### src/rtl/fetch_pc_ctrl_pkg.sv
// Shared constants and state encoding for the F-stage PC controller.
// Imported by fetch_pc_ctrl and npc_target_calc.
package fetch_pc_ctrl_pkg;

    localparam logic [31:0] DEF_RESET_PC = 32'h0000_3000;
    localparam logic [31:0] DEF_EXC_PC   = 32'h0000_4180;
    localparam logic [31:0] DEF_IM_LO    = 32'h0000_3000;
    localparam logic [31:0] DEF_IM_HI    = 32'h0000_6ffc;

    typedef enum logic {
        ST_RUN  = 1'b0,
        ST_PEND = 1'b1
    } state_e;

    // Sign-extended, word-scaled branch displacement.
    function automatic logic [31:0] branch_offset(input logic [15:0] imm16);
        return {{14{imm16[15]}}, imm16, 2'b00};
    endfunction

endpackage

### src/rtl/fetch_pc_ctrl_npc.sv
// Combinational redirect target and redirect-request decode for the D-stage
// control-flow instruction.
module npc_target_calc
    import fetch_pc_ctrl_pkg::*;
(
    input  logic        i_d_valid,
    input  logic        i_d_is_branch,
    input  logic        i_d_is_j,
    input  logic        i_d_is_jr,
    input  logic        i_cmp_taken,
    input  logic [31:0] i_d_pc,
    input  logic [15:0] i_d_imm16,
    input  logic [25:0] i_d_idx26,
    input  logic [31:0] i_d_rs_val,
    output logic [31:0] o_target,
    output logic        o_redir,
    output logic        o_is_cti
);

    logic [31:0] w_pc_plus4;

    assign w_pc_plus4 = i_d_pc + 32'd4;

    always_comb begin
        // NOTE: every always_comb output gets a default first so no path infers a latch.
        o_target = w_pc_plus4 + branch_offset(i_d_imm16);
        if (i_d_is_jr) begin
            o_target = i_d_rs_val;
        end else if (i_d_is_j) begin
            o_target = {w_pc_plus4[31:28], i_d_idx26, 2'b00};
        end
    end

    assign o_is_cti = i_d_valid & (i_d_is_branch | i_d_is_j | i_d_is_jr);
    assign o_redir  = i_d_valid & ((i_d_is_branch & i_cmp_taken) | i_d_is_j | i_d_is_jr);

endmodule

### src/rtl/fetch_pc_ctrl.sv
// F-stage PC owner: next-PC selection, redirect latching across imem waits,
// delay-slot tagging and fetch address error flag.
module fetch_pc_ctrl
    import fetch_pc_ctrl_pkg::*;
#(
    parameter logic [31:0] RESET_PC = DEF_RESET_PC,
    parameter logic [31:0] EXC_PC   = DEF_EXC_PC,
    parameter logic [31:0] IM_LO    = DEF_IM_LO,
    parameter logic [31:0] IM_HI    = DEF_IM_HI
) (
    input  logic        clk,
    input  logic        reset,
    input  logic        d_stall,
    input  logic        f_wait,
    input  logic        d_valid,
    input  logic        d_is_branch,
    input  logic        d_is_j,
    input  logic        d_is_jr,
    input  logic        cmp_taken,
    input  logic [31:0] d_pc,
    input  logic [15:0] d_imm16,
    input  logic [25:0] d_idx26,
    input  logic [31:0] d_rs_val,
    input  logic        exc_req,
    input  logic        eret_req,
    input  logic [31:0] epc,
    output logic [31:0] f_pc,
    output logic        f_bd,
    output logic        f_adel,
    output logic        redir_pending
);

    state_e      r_state, w_state_nxt;
    logic [31:0] r_pc, w_pc_nxt;
    logic [31:0] r_pend_pc, w_pend_pc_nxt;
    logic        r_bd, w_bd_nxt;
    logic [31:0] w_target;
    logic        w_redir;
    logic        w_is_cti;

    npc_target_calc u_npc (
        .i_d_valid     (d_valid),
        .i_d_is_branch (d_is_branch),
        .i_d_is_j      (d_is_j),
        .i_d_is_jr     (d_is_jr),
        .i_cmp_taken   (cmp_taken),
        .i_d_pc        (d_pc),
        .i_d_imm16     (d_imm16),
        .i_d_idx26     (d_idx26),
        .i_d_rs_val    (d_rs_val),
        .o_target      (w_target),
        .o_redir       (w_redir),
        .o_is_cti      (w_is_cti)
    );

    always_ff @(posedge clk or posedge reset) begin
        // NOTE: sequential state uses non-blocking assignments so all registers update together.
        if (reset) begin
            r_state   <= ST_RUN;
            r_pc      <= RESET_PC;
            r_pend_pc <= 32'd0;
            r_bd      <= 1'b0;
        end else begin
            r_state   <= w_state_nxt;
            r_pc      <= w_pc_nxt;
            r_pend_pc <= w_pend_pc_nxt;
            r_bd      <= w_bd_nxt;
        end
    end

    always_comb begin
        w_state_nxt   = r_state;
        w_pc_nxt      = r_pc;
        w_pend_pc_nxt = r_pend_pc;
        w_bd_nxt      = r_bd;
        if (exc_req) begin
            w_pc_nxt    = EXC_PC;
            w_state_nxt = ST_RUN;
            w_bd_nxt    = 1'b0;
        end else if (eret_req) begin
            w_pc_nxt    = epc;
            w_state_nxt = ST_RUN;
            w_bd_nxt    = 1'b0;
        end else if (d_stall) begin
            w_state_nxt = r_state;
        end else if (f_wait) begin
            // Redirect resolved while imem stalls is parked until fetch resumes.
            if (r_state == ST_RUN && w_redir) begin
                w_pend_pc_nxt = w_target;
                w_state_nxt   = ST_PEND;
            end
        end else begin
            w_bd_nxt = w_is_cti;
            if (r_state == ST_PEND) begin
                w_pc_nxt    = r_pend_pc;
                w_state_nxt = ST_RUN;
            end else if (w_redir) begin
                w_pc_nxt = w_target;
            end else begin
                w_pc_nxt = r_pc + 32'd4;
            end
        end
    end

    // D always carries a bubble after an imem wait, so a second redirect cannot arrive in PEND.
    a_single_pending: assert property (@(posedge clk) disable iff (reset)
        !(r_state == ST_PEND && w_redir));

    assign f_pc          = r_pc;
    assign f_bd          = r_bd;
    assign f_adel        = (r_pc[1:0] != 2'b00) | (r_pc < IM_LO) | (r_pc > IM_HI);
    assign redir_pending = (r_state == ST_PEND);

endmodule

### config.mk
export PLATFORM = sky130hd
export DESIGN_NAME = fetch_pc_ctrl
export DESIGN_NICKNAME = d
export VERILOG_FILES = /design/src/rtl/fetch_pc_ctrl_pkg.sv /design/src/rtl/fetch_pc_ctrl_npc.sv /design/src/rtl/fetch_pc_ctrl.sv
export SDC_FILE = /design/constraint.sdc
export NUM_CORES = 1
export LEC_CHECK = 0
export ABC_CLOCK_PERIOD_IN_PS = 6010
export BUFFER_PORTS_ARGS = -buffer_cell sky130_fd_sc_hd__buf_2
export CAP_MARGIN = 30
export CORE_UTILIZATION = 45
export CTS_BUF_LIST = sky130_fd_sc_hd__clkbuf_4 sky130_fd_sc_hd__clkbuf_8
export CTS_CLUSTER_SIZE = 10
export DETAILED_ROUTE_END_ITERATION = 10
export PLACE_DENSITY = 0.7
export RECOVER_POWER = 50
export SLEW_MARGIN = 20
export SYNTH_ARGS = -nofsm -noshare
export SYNTH_HDL_FRONTEND = slang
export SYNTH_SLANG_ARGS = --single-unit
### constraint.sdc
create_clock -name clk -period 6.01 [get_ports clk]
set_clock_uncertainty 0.2 [all_clocks]
set_input_delay 0.3005 -clock clk [delete_from_list [all_inputs] [get_ports clk]]
set_output_delay 0.3005 -clock clk [all_outputs]
set_load 0.1 [all_outputs]
==> impl_metrics.ini <==
[outcome]
status = finished with violations
violations = max-capacitance violations, max-slew violations

[synth]
synth_edf_count = 0
synth_cell_type_count = 83
syn_nets = 1043
syn_inst = 857
yosysTopAreaCellShare_pct = 24.1
synth_common_cells = nand2_1, o21ai_0, nor2_1, dfrtp_1, a21oi_1
syn_area_per_cell_sq_um = 7.76
synth_seq_cells = 66
synth-async-reset-ratio_pct = 100
yosysTopAreaCell = dfrtp_1
yosys-top-cells-area = dfrtp_1, xnor2_1, ha_1, nand2_1, o21ai_0
seq_area_frac_synth_pct = 24.9
synth.most_common_cell = nand2_1
synth_area_sq_mm = 0.00665
ys_dominant_reg_cell = dfrtp_1
ys_warn_count = 0

[sta]
tightestPinTransition_ns = 3.73
fin_hold_ws_ns = 0.0163
rsz0062_at_grt = false
slew_viol_final = 67
hold_violations = 0
slew_headroom_pct = -149
min_period_over_period_pct = 68.7
setup_violations = 0
finalSetupTns_ns = 0
max_freq_mhz = 242
setup_slack_ns = 1.88
final.min_clock_period_ns = 4.13

[grt]
grt_overflow = 0
track_usage_pct = 30.7
grt_pass1_vias = 6635
antenna_found_initial = 1
grt_max_degree = 67
grt_pass1_wl_um = 35600

[die]
initial_core_util_pct = 45.9
ios = 184
fp-row-count = 44
die_w_um = 124
dieArea_sq_mm = 0.0153
die_h_um = 124
core_sq_mm = 0.0145

[setup_path]
crit_arrival_ns = 4.18
worstSetupStartpointType = input pin
endpoint_kind = register
worstSetupPathType = in2reg
crit_fanout = 9
cp.required_ns = 6.06

[clocking]
cts_sinks = 66
clockBufferDepth = 2
clk_latency_ns = 0.36
cts_tree = done
cts_setup_buffers = 0
holdBufCountCts = 13
numCtsBuffers = 9
cts-root-buf = clkbuf_8
clk_pin_slew_ns = 0.07
cts_resized = 0
cts_max_level = 3

[routing]
num_vias = 7423
drt_wl_total_um = 23000
route.detailed.drc = 0
drt_pass1_iterations = 6
drtIter0Drc = 746
viasPerCell = 6.08
ant_nets = 0
wl_per_cell_um = 18.9

[power]
leakage_uw = 0.00348
p_per_area_mw_per_mm2 = 213
vdd_ir_drop_max_mv = 0.0887

[min_path]
hp-class = in2reg

[place]
gp_congestion = 0.914
io_buffers = 183
hpwl_um = 17700
place_ws_ns = 1.56

[run]
drv_cap = 1

[finish]
area_growth_pct = 20.3
drive_gt1_share_pct = 21.7
fin_nets = 1217
==> critical path, cell delays in order <==
cell and delay, ns:
buf_2 0.13, and4_1 0.26, and4_1 0.38, and2_0 0.35, nand4_1 0.15, xnor2_1 0.15
ha_1 0.45, nand3_1 0.19, or3_1 0.40, o21ai_0 0.09, nor2_1 0.11, a211oi_1 0.37
mux2i_1 0.13, nor2_1 0.30, a211oi_1 0.15, a2111oi_2 0.29
==> per-stage QoR <==
step	total power (uW)	cells	area, sq um	utilization [%]
detailed placement	1290	1191	7680	53.1
CTS	1700	1219	8020	55.4
global placement	1280	1191	7680	53.1
global route	1800	1219	7990	55.2
finish	1700	1220	8000	55.2
floorplan	1090	857	6650	-
==> layer usage <==
metal  up-vias  GRT usage [%]  part of all wire [%]  wire (um)
met3        24           5.44                   9.3       2150
met5         -              0                     0          0
met4         0           7.30                   1.4        315
met1      3486           43.6                    45      10300
met2       362           48.1                    45      10300
li1       3551              -                     -          -
==> layout by cell type, fill, tap and decap left out, types with 8 or more instances in the layout <==
cell type,count
nand2_1,108
o221ai_1,12
clkbuf_8,12
o211ai_1,11
xor2_1,22
a222oi_1,14
nor2_1,69
buf_2,167
dfrtp_1,64
ha_1,36
and3_1,9
nor3_1,17
nand3_1,39
xnor2_1,55
inv_1,28
o21ai_0,76
o22ai_1,8
a211oi_1,15
dlygate4sd3_1,13
clkbuf_1,18
nand4_1,20
a21oi_1,58
buf_4,9
==> logic make-up (layout without fill, tap and decap cells) <==
group,count (synthesis),in the layout,share of synthesized area [%]
flip-flops,66,66,24.9
buffers and inverters,73,251,4.54
XOR/XNOR,77,77,10.1
other,0,1,0
AND/OR/NAND/NOR,315,315,23.6
adder cells (fa/ha/maj),37,37,7.08
AO/OA/AOI/OAI,281,281,28.5
multiplexers,8,8,1.22
==> flip-flops by register name, summed over array words and instances (netlist names) <==
| register | count |
|---|---|
| f_bd | 1 |
| f_pc | 32 |
| r_pend_pc | 32 |
| redir_pending | 1 |
==> final timing paths <==
check,slack (ns),cells after the start,startpoint,end
setup / recovery,1.88,16,d_pc[4],f_pc[24]$_DFFE_PP0P_
hold / removal,0.02,3,epc[19],f_pc[19]$_DFFE_PP0P_
setup reg to reg,3.00,10,f_pc[2]$_DFFE_PP0P_,f_pc[30]$_DFFE_PP0P_
hold reg to reg,0.28,2,r_pend_pc[7]$_DFFE_PP0P_,r_pend_pc[7]$_DFFE_PP0P_
max in group asynchronous,2.33,3,reset,f_pc[23]$_DFFE_PP0P_
min in group asynchronous,1.18,3,reset,r_pend_pc[9]$_DFFE_PP0P_
==> power by group <==
group | total [uW] | switching [uW] | leakage [uW] | internal, uW
sequential | 587 | 68.3 | 0.000834 | 519
clock | 405 | 178 | 0.000109 | 228
combinational | 710 | 478 | 0.00254 | 232
==> final cells by class <==
cell class | count | area [sq um]
fillers | 1449 | 6480
multi-input cells | 718 | 4690
flip-flops and latches | 66 | 1650
repair buffers | 207 | 1100
well taps | 184 | 230
clock buffers | 13 | 173
inverters | 29 | 109
clock inverters | 2 | 35.0
diodes | 1 | 2.50
Note: power is estimated with default switching activity, not from simulation.
